--- src/rtl/risc_muldiv_pkg.sv ---
// Shared definitions for the sequential multiply/divide unit.
package risc_muldiv_pkg;

  localparam int DEF_WIDTH = 8;

  localparam logic OP_MUL = 1'b0;
  localparam logic OP_DIV = 1'b1;

  typedef enum logic [1:0] {
    ST_IDLE = 2'd0,
    ST_CALC = 2'd1,
    ST_FIX  = 2'd2,
    ST_DONE = 2'd3
  } state_e;

endpackage

--- src/rtl/risc_addsub.sv ---
// W-bit adder/subtractor with carry out; subtract is a + ~b + 1, so cout=1 means no borrow.
module risc_addsub #(
  parameter int W = 9
) (
  input  logic [W-1:0] a_i,
  input  logic [W-1:0] b_i,
  input  logic         sub_i,
  output logic [W-1:0] sum_o,
  output logic         cout_o
);

  logic [W-1:0] b_eff;

  assign b_eff = sub_i ? ~b_i : b_i;
  assign {cout_o, sum_o} = {1'b0, a_i} + {1'b0, b_eff} + {{W{1'b0}}, sub_i};

endmodule

--- src/rtl/risc_muldiv_seq.sv ---
// Sequential shift-add multiplier / restoring divider, one bit per cycle,
// with a sign-fix cycle and single-cycle done pulse.
module risc_muldiv_seq
  import risc_muldiv_pkg::*;
#(
  parameter int WIDTH = DEF_WIDTH,
  parameter int CNT_W = $clog2(WIDTH + 1)
) (
  input  logic             clk,
  input  logic             rst_n,
  input  logic             start,
  input  logic             op,
  input  logic             sgn,
  input  logic             abort,
  input  logic [WIDTH-1:0] a_in,
  input  logic [WIDTH-1:0] b_in,
  output logic             busy,
  output logic             done,
  output logic [WIDTH-1:0] res_lo,
  output logic [WIDTH-1:0] res_hi,
  output logic             div_by_0,
  output logic             ovf,
  output logic             zero
);

  localparam logic [CNT_W-1:0] LAST_IT = CNT_W'(WIDTH - 1);
  localparam logic [CNT_W-1:0] CNT_ONE = CNT_W'(1);
  localparam logic [WIDTH-1:0] MIN_VAL = {1'b1, {(WIDTH-1){1'b0}}};

  state_e           state_q, state_d;
  logic [CNT_W-1:0] cnt_q, cnt_d;
  logic [WIDTH-1:0] hi_q, hi_d;
  logic [WIDTH-1:0] lo_q, lo_d;
  logic [WIDTH-1:0] bop_q, bop_d;
  logic             op_q, op_d;
  logic             neg_q, neg_d;
  logic             nega_q, nega_d;
  logic             ovfp_q, ovfp_d;
  logic [WIDTH-1:0] res_lo_q, res_lo_d;
  logic [WIDTH-1:0] res_hi_q, res_hi_d;
  logic             dbz_q, dbz_d;
  logic             ovf_q, ovf_d;
  logic             zero_q, zero_d;

  logic [WIDTH-1:0]   a_mag, b_mag;
  logic [WIDTH:0]     as_a, as_b, as_sum;
  logic               as_sub, as_cout;
  logic [2*WIDTH-1:0] prod, prod_fix;
  logic [WIDTH-1:0]   quo_fix, rem_fix;

  assign a_mag = (sgn && a_in[WIDTH-1]) ? -a_in : a_in;
  assign b_mag = (sgn && b_in[WIDTH-1]) ? -b_in : b_in;

  // hi_q is the running partial product (mul) or partial remainder (div);
  // lo_q holds the multiplier bits or the dividend/quotient shift register.
  assign as_sub = (op_q == OP_DIV);
  assign as_a   = (op_q == OP_DIV) ? {hi_q, lo_q[WIDTH-1]} : {1'b0, hi_q};
  assign as_b   = {1'b0, ((op_q == OP_DIV) || lo_q[0]) ? bop_q : '0};

  risc_addsub #(.W(WIDTH + 1)) u_addsub (
    .a_i   (as_a),
    .b_i   (as_b),
    .sub_i (as_sub),
    .sum_o (as_sum),
    .cout_o(as_cout)
  );

  assign prod     = {hi_q, lo_q};
  assign prod_fix = neg_q ? -prod : prod;
  assign quo_fix  = neg_q ? -lo_q : lo_q;
  assign rem_fix  = nega_q ? -hi_q : hi_q;

  always_comb begin
    state_d  = state_q;
    cnt_d    = cnt_q;
    hi_d     = hi_q;
    lo_d     = lo_q;
    bop_d    = bop_q;
    op_d     = op_q;
    neg_d    = neg_q;
    nega_d   = nega_q;
    ovfp_d   = ovfp_q;
    res_lo_d = res_lo_q;
    res_hi_d = res_hi_q;
    dbz_d    = dbz_q;
    ovf_d    = ovf_q;
    zero_d   = zero_q;

    case (state_q)
      ST_IDLE: begin
        if (start && !abort) begin
          op_d   = op;
          bop_d  = b_mag;
          lo_d   = a_mag;
          hi_d   = '0;
          cnt_d  = '0;
          neg_d  = sgn && (a_in[WIDTH-1] ^ b_in[WIDTH-1]);
          nega_d = sgn && a_in[WIDTH-1];
          ovfp_d = sgn && (op == OP_DIV) && (a_in == MIN_VAL) && (b_in == '1);
          if ((op == OP_DIV) && (b_in == '0)) begin
            // Divide by zero skips the datapath entirely.
            state_d  = ST_DONE;
            res_lo_d = '1;
            res_hi_d = a_in;
            dbz_d    = 1'b1;
            ovf_d    = 1'b0;
            zero_d   = 1'b0;
          end else begin
            state_d = ST_CALC;
          end
        end
      end

      ST_CALC: begin
        if (abort) begin
          state_d = ST_IDLE;
        end else begin
          if (op_q == OP_DIV) begin
            if (as_cout) begin
              hi_d = as_sum[WIDTH-1:0];
              lo_d = {lo_q[WIDTH-2:0], 1'b1};
            end else begin
              hi_d = {hi_q[WIDTH-2:0], lo_q[WIDTH-1]};
              lo_d = {lo_q[WIDTH-2:0], 1'b0};
            end
          end else begin
            hi_d = as_sum[WIDTH:1];
            lo_d = {as_sum[0], lo_q[WIDTH-1:1]};
          end
          cnt_d = cnt_q + CNT_ONE;
          if (cnt_q == LAST_IT) begin
            state_d = ST_FIX;
          end
        end
      end

      ST_FIX: begin
        if (abort) begin
          state_d = ST_IDLE;
        end else begin
          state_d = ST_DONE;
          dbz_d   = 1'b0;
          ovf_d   = ovfp_q;
          if (op_q == OP_MUL) begin
            res_lo_d = prod_fix[WIDTH-1:0];
            res_hi_d = prod_fix[2*WIDTH-1:WIDTH];
            zero_d   = (prod_fix == '0);
          end else begin
            res_lo_d = quo_fix;
            res_hi_d = rem_fix;
            zero_d   = (quo_fix == '0);
          end
        end
      end

      default: begin
        state_d = ST_IDLE;
      end
    endcase
  end

  always_ff @(posedge clk or negedge rst_n) begin
    if (!rst_n) begin
      state_q  <= ST_IDLE;
      cnt_q    <= '0;
      hi_q     <= '0;
      lo_q     <= '0;
      bop_q    <= '0;
      op_q     <= 1'b0;
      neg_q    <= 1'b0;
      nega_q   <= 1'b0;
      ovfp_q   <= 1'b0;
      res_lo_q <= '0;
      res_hi_q <= '0;
      dbz_q    <= 1'b0;
      ovf_q    <= 1'b0;
      zero_q   <= 1'b0;
    end else begin
      state_q  <= state_d;
      cnt_q    <= cnt_d;
      hi_q     <= hi_d;
      lo_q     <= lo_d;
      bop_q    <= bop_d;
      op_q     <= op_d;
      neg_q    <= neg_d;
      nega_q   <= nega_d;
      ovfp_q   <= ovfp_d;
      res_lo_q <= res_lo_d;
      res_hi_q <= res_hi_d;
      dbz_q    <= dbz_d;
      ovf_q    <= ovf_d;
      zero_q   <= zero_d;
    end
  end

  assign busy     = (state_q == ST_CALC) || (state_q == ST_FIX);
  assign done     = (state_q == ST_DONE);
  assign res_lo   = res_lo_q;
  assign res_hi   = res_hi_q;
  assign div_by_0 = dbz_q;
  assign ovf      = ovf_q;
  assign zero     = zero_q;

endmodule
--- config.mk ---
export PLATFORM = sky130hd
export DESIGN_NAME = risc_muldiv_seq
export DESIGN_NICKNAME = d
export VERILOG_FILES = /design/src/rtl/risc_muldiv_pkg.sv /design/src/rtl/risc_addsub.sv /design/src/rtl/risc_muldiv_seq.sv
export SDC_FILE = /design/constraint.sdc
export NUM_CORES = 1
export LEC_CHECK = 0
export ABC_AREA = 1
export CORE_MARGIN = 1
export CORE_UTILIZATION = 63
export DETAILED_ROUTE_END_ITERATION = 10
export MAX_ROUTING_LAYER = met4
export PLACE_DENSITY = 0.93
export SETUP_SLACK_MARGIN = 0.5
export SLEW_MARGIN = 0
export SYNTH_ARGS = -nofsm -noshare
export SYNTH_HDL_FRONTEND = slang
export SYNTH_HIERARCHICAL = 1
export SYNTH_SLANG_ARGS = --single-unit
--- constraint.sdc ---
create_clock -name clk -period 4.4 [get_ports clk]
set_clock_uncertainty 0.15 [all_clocks]
set_input_delay 0.44 -clock clk [delete_from_list [all_inputs] [get_ports clk]]
set_output_delay 0.44 -clock clk [all_outputs]
set_load 0.05 [all_outputs]
==> results of run 1 <==
-- worst min-delay path by stage --
stage / from / to / slack [ns] / depth (start not counted)
3_5_place_dp: bop_q[6] / bop_q[6] / 0.32 / 2
5_1_grt: rst_n / res_lo[4] / 0.16 / 2
2_1_floorplan: rst_n / as_sub / -0.006 / 0
4_1_cts: rst_n / res_hi[6] / 0.11 / 2
6_report: rst_n / zero / 0.09 / 2
3_3_place_gp: res_hi[5] / res_hi[5] / 0.31 / 2
-- final cells by class --
type | count | share of cell area (%)
multi-input cells | 459 | 52.6
flip-flops and latches | 53 | 28.0
repair buffers | 44 | 9.08
inverters | 75 | 6.10
well taps | 77 | 2.03
clock buffers | 5 | 1.45
clock inverters | 2 | 0.739
-- cells by family after synthesis --
kind of cell               after synthesis  share of synthesized area [%]
other                                    1                         0.0886
AOI/OAI and AO/OA                      137                           19.1
buffers and inverters                   96                           9.75
xor gates and xnor gates                25                           5.17
DFF                                     53                           31.3
and+or+nand+nor                        275                           28.2
adders and majority gates               21                           6.38
-- registers in the layout (all words and copies together), names as in the netlist --
register and count:
bop_q 8, zero 1, nega_q 1, res_hi 8, state_q 2, hi_q 8, lo_q 8, ovf 1
as_sub 1, cnt_q 4, neg_q 1, ovfp_q 1, res_lo 8, div_by_0 1
-- worst register-to-register path: cells and delay by family (launching register included) --
kind | cells | cell delay, ns
AO/OA/AOI/OAI | 3 | 0.52
flip-flops | 1 | 0.74
adder cells (fa/ha/maj) | 1 | 0.34
buffers and inverters | 3 | 0.70
AND/OR/NAND/NOR | 8 | 0.78
-- cells in the final DEF, fill, tap and decap left out, types with 2 or more instances in the layout --
cell and count:
a21oi_1 29, a21oi_2 6, a2bb2oi_1 6, a31oi_1 9, buf_4 2, clkbuf_8 5, clkdlybuf4s50_1 41, dfrtp_1 53
ha_1 20, inv_1 64, inv_2 7, inv_4 3, nand2_1 139, nand2_2 4, nand2_4 3, nand3_1 38
nand4_1 6, nor2_1 68, nor2_2 3, nor3_1 4, o211ai_1 8, o21ai_0 56, o21ai_1 4, o21ai_2 3
o22ai_1 10, xor2_1 24
-- power breakdown --
part / total (uW) / internal, uW / switching, uW / leakage [uW]
sequential: 914 / 695 / 219 / 0.000656
combinational: 2660 / 912 / 1750 / 0.00160
clock: 323 / 166 / 158 / 0.0000540
total: 3900 / 1770 / 2130 / 0.00231
-- through the flow --
step | std cells | cell area (sq um) | power, uW | utilization (%)
2_1_floorplan | 608 | 4230 | 2920 | -
3_3_place_gp | 708 | 4640 | 3440 | 72.2
3_5_place_dp | 708 | 4640 | 3530 | 72.2
4_1_cts | 715 | 4740 | 3850 | 73.8
5_1_grt | 715 | 4740 | 4220 | 73.8
6_report | 715 | 4740 | 3900 | 73.8
-- metal layers --
layer	part of all wire (%)	track usage (%)
met4	2.8	11.0
met5	0	-
met2	48	51.9
met1	41	43.6
met3	8.3	4.15
==> impl_metrics.toml, run 1 <==
[layout]
multiInputGateArea_sq_mm = 0.00249
n_antenna_cell = 0
fillCellCount = 520
drive_gt1_share_pct = 7.05
regArea_sq_mm = 0.00133
areaGrowthSynthToFinish_pct = 12.0
nets = 681

[route]
antenna_left = 0
wl_per_cell_microns = 15.2
vias = 4333
first_pass_iters = 9
wl_microns = 10900
first_iter_violations = 499
drc = 4
vias_per_cell = 6.06

[sta]
grt_setup_unrepaired = "no"
finalSetupViolCount = 0
post-route-period-util_pct = 76.1
hold_viol = 0
setup_ws_ns = 1.05
max_slew_margin_pct = 49.2
drv_slew = 0
worstMarginPinSlew_ns = 0.761
timing.fmax_ghz = 0.299
tns_ns = 0
whs_ns = 0.0878
layout_min_cycle_time_ns = 3.35

[power]
power_leakage_uw = 0.00231
irDropWorstVdd_uv = 434
pwr_density_cell_mw_per_mm2 = 822

[synth]
synth_fp_nets = 651
async_flop_share_pct = 100
synthFlopType = "dfrtp_1"
avgSynthCellArea_sq_um = 6.96
ys_warn_count = 6
synth.top_cell.area_share_pct = 31.3
yosys-top-cells-count = "nand2_1, nor2_1, inv_1, o21ai_0, dfrtp_1"
synth_cell_type_count = 47
yosysSeqAreaShare_pct = 31.3
syn-instance-count = 608
syn-cell-area_sq_mm = 0.00423
yosys.area.top_type = "dfrtp_1"
synth_edf_count = 0
synth_most_common_cell = "nand2_1"
synthTopCellsByArea = "dfrtp_1, nand2_1, o21ai_0"
ys_ff_latch = 53

[critical_path]
ff2ff_path_depth = 15
path_depth = 15
rrSetupSlack_ns = 1.05
crit_slowest_cell = "dfrtp_1"
r2r-start = "as_sub"
critPathMaxStageDelay_ns = 0.74
startpoint = "as_sub"
path_class = "reg -> reg"
endpoint = "hi_q[2]"
crit_chain = "buf_4 -> o21ai_0 -> ha_1 -> nand2_1 -> inv_1 -> nand3_2 -> nand2_2 -> nand2_2 -> nand2_2 -> nand2_1 -> nand2_1 -> inv_1 -> nor2_1 -> a2bb2oi_1 -> o22ai_1"
crit_buf_inv = 3
critPathLaunchType = "register"
cp_top_family = "simple AND/OR/NAND/NOR gates"
end_kind = "register"
critPathArrivalTime_ns = 3.38
r2r-end = "hi_q[2]"
path_max_fanout = 31
cp.required_ns = 4.44

[placed_design]
portBuffers = 42
dp_hpwl_microns = 8340
place_ws_ns = 1.17
place_congestion = 0.980

[die]
start_util_pct = 65.9
rows = 29
pin_count = 43
die_area_sq_mm = 0.00705
dieHeight_microns = 84.0
core-area_sq_mm = 0.00642
die_w_microns = 84.0

[worst_hold_path]
hold_class = "in -> async"

[grt]
antenna_found_initial = 0
grt_pass1_wl_microns = 18100
grt_max_degree = 54
overflow = 0
track_usage_pct = 32.7
grt_pass1_vias = 3896

[cts]
ctsHtreeMaxLevel = 2
postCtsHoldBufs = 0
cts_sinks = 53
clk_pin_slew_ns = 0.09
cts_tree = "yes"
cts_resized = 0
clock_path_buffers = 2
numCtsBuffers = 5
postCtsSetupBuffers = 0
root_buffer = "clkbuf_8"
clk_latency_ns = 0.31

[flow_run]
cap_violations = 0

[status]
violations = "design-rule violations"
outcome = "finished, violations left"
No activity file was read; power rests on OpenSTA's default activity.
==> run 2, diff against run 1 <==
Settings changed: CORE_UTILIZATION 63 to 52, PLACE_DENSITY 0.93 to 0.83.
Clock period 4.4 ns to 2.9 ns, I/O delays scaled along.
==> impl_metrics.toml, run 2 (synthesized netlist as in run 1, its figures left out) <==
[layout]
areaGrowthSynthToFinish_pct = 20.4
n_antenna_cell = 0
fillCellCount = 656
final_cell_mix = "nand2_1, nor2_1, inv_1"
multiInputGateArea_sq_mm = 0.00266
regArea_sq_mm = 0.00133
drive_gt1_share_pct = 14.1
final_common_cell = "nand2_1"
nets = 700

[critical_path]
path_max_fanout = 18
critPathArrivalTime_ns = 2.64
cp.required_ns = 2.95
path_class = "reg -> reg"
critPathLaunchType = "register"
ff2ff_path_depth = 12
end_kind = "register"

[grt]
grt_pass1_vias = 4039
track_usage_pct = 29.2
overflow = 0
grt_pass1_wl_microns = 19100
antenna_found_initial = 0
grt_max_degree = 31

[route]
vias = 4373
antenna_left = 0
first_pass_iters = 7
first_iter_violations = 465
drc = 0
wl_microns = 11900
wl_per_cell_microns = 15.7
vias_per_cell = 5.75

[cts]
clock_path_buffers = 2
numCtsBuffers = 5
clk_latency_ns = 0.32
cts_tree = "yes"
root_buffer = "clkbuf_8"
ctsHtreeMaxLevel = 2
cts_sinks = 53
clk_pin_slew_ns = 0.10

[die]
die_w_microns = 92.2
core-area_sq_mm = 0.00781
die_area_sq_mm = 0.00851
pin_count = 43
dieHeight_microns = 92.2
rows = 32
start_util_pct = 54.2

[sta]
max_slew_margin_pct = 45.3
timing.fmax_ghz = 0.386
grt_setup_unrepaired = "yes"
hold_viol = 0
tns_ns = 0
finalSetupViolCount = 0
worstMarginPinSlew_ns = 0.820
whs_ns = 0.336
layout_min_cycle_time_ns = 2.59
post-route-period-util_pct = 89.3
drv_slew = 0

[power]
finalPower_uw = 6740
pwr_density_cell_mw_per_mm2 = 1320
irDropWorstVdd_uv = 537
power_leakage_uw = 0.00244

[placed_design]
portBuffers = 42
dp_hpwl_microns = 8540
place_congestion = 0.924

[status]
outcome = "finished clean"

[worst_hold_path]
hold_class = "in -> async"

[flow_run]
cap_violations = 0
[run 2: metrics by stage]
stage               util (%)  worst slack (ns)  instances  instance area [sq um]
floorplan                  -             0.353        608                   4290
global placement        60.7             0.198        740                   4740
detailed placement      60.7             0.122        740                   4740
CTS                     64.0             0.405        758                   5000
global route            65.3             0.140        760                   5100
finish                  65.3             0.309        760                   5100
[run 2: per-layer routing]
| layer | up-vias | part of all wire (%) | global-route usage [%] |
|---|---|---|---|
| li1 | 2099 | - | - |
| met1 | 2027 | 42 | 37.7 |
| met2 | 206 | 48 | 45.5 |
| met3 | 41 | 7.5 | 4.89 |
| met4 | 0 | 3.0 | 12.0 |
| met5 | - | 0 | - |
[run 2: final cells by class]
cell class | instances | share of cell area, %
Clock buffer | 7 | 1.89
Clock inverter | 1 | 0.172
Inverter | 75 | 5.82
Multi-Input combinational cell | 460 | 52.3
Sequential cell | 53 | 26.0
Tap cell | 102 | 2.50
Timing Repair Buffer | 62 | 11.3
[run 2: worst max-delay path, stage by stage (launching register included)]
cell and delay [ns]:
dfrtp_2 0.47, buf_4 0.22, nand2_1 0.07, inv_1 0.04, ha_1 0.34, inv_1 0.15
o21bai_1 0.13, a31oi_4 0.30, nand2_8 0.11, inv_8 0.10, o21ai_1 0.09, a21oi_1 0.18
o22ai_1 0.11
[run 2: worst paths after layout]
kind	start	to	slack (ns)
worst max-delay path	as_sub	hi_q[0]	0.31
worst min-delay path	rst_n	zero	0.34
worst max register to register	as_sub	hi_q[0]	0.31
worst min register to register	res_lo[4]	res_lo[4]	0.34
max in group asynchronous	rst_n	lo_q[0]	1.45
min in group clk	res_lo[4]	res_lo[4]	0.34
[run 2: power by group]
part	switching (uW)	leakage [uW]	internal, uW
Sequential	319	0.000655	1060
Combinational	3100	0.00173	1780
Clock	268	0.0000549	221
Total	3690	0.00244	3060
[run 2: timing repair]
item	in CTS	in global routing
hold buffers	1	0
gates resized for setup	22	18
cloned	1	0
setup buffers	8	2
hold endpoints to repair	23	0
setup endpoints to repair	9	9
pin swaps	18	9
==> variant (flow settings as in run 2) <==
Re-encode `state_e` (4 states) as one-hot, 4 bits wide.
--- a/src/rtl/risc_muldiv_pkg.sv
+++ b/src/rtl/risc_muldiv_pkg.sv
@@ -6,11 +6,11 @@
   localparam logic OP_MUL = 1'b0;
   localparam logic OP_DIV = 1'b1;
 
-  typedef enum logic [1:0] {
-    ST_IDLE = 2'd0,
-    ST_CALC = 2'd1,
-    ST_FIX  = 2'd2,
-    ST_DONE = 2'd3
+  typedef enum logic [3:0] {
+    ST_IDLE = 4'b0001,
+    ST_CALC = 4'b0010,
+    ST_FIX  = 4'b0100,
+    ST_DONE = 4'b1000
   } state_e;
 
 endpackage
Behaviour: same outputs for any inputs over 10 cycles, from zero or initial values and one cycle with rst_n low; not proved beyond that.
==> variant against run 2 <==
Synthesized cell count is 0.66% higher; count of clock-buffer cells in the layout is 1 lower; total power is 3.0% lower; via count is 1.6% higher; wire length is 2.0% higher; worst setup slack worse by 0.063 ns; sequential cell count is 2 higher; sequential share of layout area is 0.21 points higher; largest cell class unchanged; design area is 3.0% higher; synthesized area is 0.98% higher.
==> variant: results <==
metrics = {
    "run_status": {
        "run_status": "finished, final reports clean",
    },
    "final_layout": {
        "fillCellCount": 678,
        "fin_nets": 713,
        "drive_above_1_share": 0.164,
    },
    "detailed_routing": {
        "detail_route.wirelength_mm": 12.2,
        "routed-via-count": 4443,
        "detail_route.first_pass.iterations": 5,
        "drt_iter0_drc": 354,
    },
    "worst_setup_path": {
        "cp_top_family": "simple AND/OR/NAND/NOR gates",
        "reg2reg_to": "hi_q[3]",
        "critical_path.max_fanout": 7,
        "timing.reg2reg.setup_slack_ns": 0.25,
        "timing.reg2reg.worst_path_depth": 14,
        "crit_arrival_ns": 2.74,
    },
    "global_routing": {
        "gr-usage-all-layers": 0.292,
        "first_pass_grt_wire_length_mm": 19.4,
        "antenna_found_initial": 0,
        "first_global_vias": 4215,
        "grt_max_degree": 28,
    },
    "place": {
        "dp_slack_ns": 0.131,
        "gp_routability_congestion": 0.980,
        "portBuffers": 42,
        "postPlaceCellArea_um2": 4840,
        "dp_hpwl_mm": 8.86,
    },
    "logic_synthesis": {
        "synth_compound_gate_area_share": 0.173,
        "synth.top_cells.by_count": "sky130_fd_sc_hd__nand2_1 (156), sky130_fd_sc_hd__inv_1 (70), sky130_fd_sc_hd__o21ai_0 (58)",
        "top_cells_by_area_in_the_synthesized_netlist": "sky130_fd_sc_hd__dfrtp_1 (32%), sky130_fd_sc_hd__nand2_1 (14%), sky130_fd_sc_hd__o21ai_0 (6.8%), sky130_fd_sc_hd__inv_1 (6.1%), sky130_fd_sc_hd__xor2_1 (5.1%)",
        "post_synth_num_cell_types": 48,
        "async_flop_share": 1.00,
        "yosysSeqAreaShare": 0.322,
        "synth_fa_ha_area_frac": 0.0515,
        "postSynth.topFlopCell": "sky130_fd_sc_hd__dfrtp_1",
        "synthXorXnorAreaFrac": 0.0533,
        "ys_warn_count": 6,
    },
    "power_and_ir_drop": {
        "vdd_ir_drop_max_uv": 776,
        "p_clk_uw": 441,
        "leakagePower_uw": 0.00265,
        "power.combinational.total_uw": 4730,
        "power-per-cell-area_nw_per_um2": 1250,
        "intPower_uw": 3050,
    },
    "timing": {
        "hold_slack_ns": 0.279,
        "layout_min_cycle_time_ns": 2.65,
        "slew_headroom": 0.625,
    },
    "clocking": {
        "clk-insertion-delay-late_ns": 0.31,
        "clk_pin_slew_worst_paths_ns": 0.11,
    },
}
variant: changes by cell type in the layout (fill, tap and decap cells not counted), sizes merged, moves of 4 or more:
cell	run 2	this run
nor3	5	9
inv	75	81
nor2	73	59
ha	20	16
nand2	147	164
a21boi	0	7
a21oi	35	29
a2bb2oi	6	0
buf	20	31
variant: worst max-delay path by stage:
stage / startpoint / endpoint / slack [ns] / depth (start not counted)
2_1_floorplan: as_sub / hi_q[5] / 0.33 / 18
3_3_place_gp: as_sub / hi_q[6] / 0.24 / 15
3_5_place_dp: as_sub / hi_q[6] / 0.13 / 15
4_1_cts: as_sub / hi_q[6] / 0.33 / 16
5_1_grt: as_sub / hi_q[3] / 0.1 / 17
6_report: as_sub / hi_q[3] / 0.25 / 14
variant: cells by family after synthesis:
kind of cell / count (synthesis)
other: 1
DFF: 55
AOI/OAI and AO/OA: 128
and+or+nand+nor: 286
adders and majority gates: 17
buffers and inverters: 99
xor gates and xnor gates: 26
variant: metrics by stage:
step	std cells	utilization
final	777	0.669
after global placement	748	0.617
after CTS	769	0.643
after detailed placement	748	0.617
after floorplan	612	-
after global routing	777	0.669
variant: worst register-to-register path, cell delays in order (launching register included):
cell and delay, ns:
sky130_fd_sc_hd__dfrtp_2 0.48, sky130_fd_sc_hd__nor2_4 0.20, sky130_fd_sc_hd__buf_6 0.13, sky130_fd_sc_hd__nor2_1 0.04, sky130_fd_sc_hd__xor2_1 0.16, sky130_fd_sc_hd__ha_1 0.40
sky130_fd_sc_hd__inv_1 0.12, sky130_fd_sc_hd__nor3_4 0.18, sky130_fd_sc_hd__nand2_4 0.09, sky130_fd_sc_hd__nand2_8 0.10, sky130_fd_sc_hd__nand2_4 0.08, sky130_fd_sc_hd__nand2_1 0.08
sky130_fd_sc_hd__o21ai_1 0.06, sky130_fd_sc_hd__a21boi_2 0.16, sky130_fd_sc_hd__o22ai_1 0.17
variant: area by class of cell:
class | count | area (um^2) | area share
Clock buffer | 6 | 72.6 | 0.0138
Clock inverter | 2 | 16.3 | 0.00310
Inverter | 81 | 320 | 0.0610
Multi-Input combinational cell | 459 | 2680 | 0.510
Sequential cell | 55 | 1380 | 0.263
Tap cell | 102 | 128 | 0.0243
Timing Repair Buffer | 72 | 658 | 0.125
variant: routing by layer:
layer | part of all wire | wire [um] | GRT usage
met1 | 0.41 | 5000 | 0.359
met5 | 0 | 0 | -
met3 | 0.069 | 833 | 0.0435
met4 | 0.036 | 443 | 0.112
met2 | 0.48 | 5870 | 0.485
variant: repair_timing:
action	CTS	global route
buffers inserted	11	8
hold endpoints to repair	16	0
cloned	1	0
endpoints found under the setup margin	10	10
pin swaps	8	35
hold buffers	1	0
resized for setup	11	45
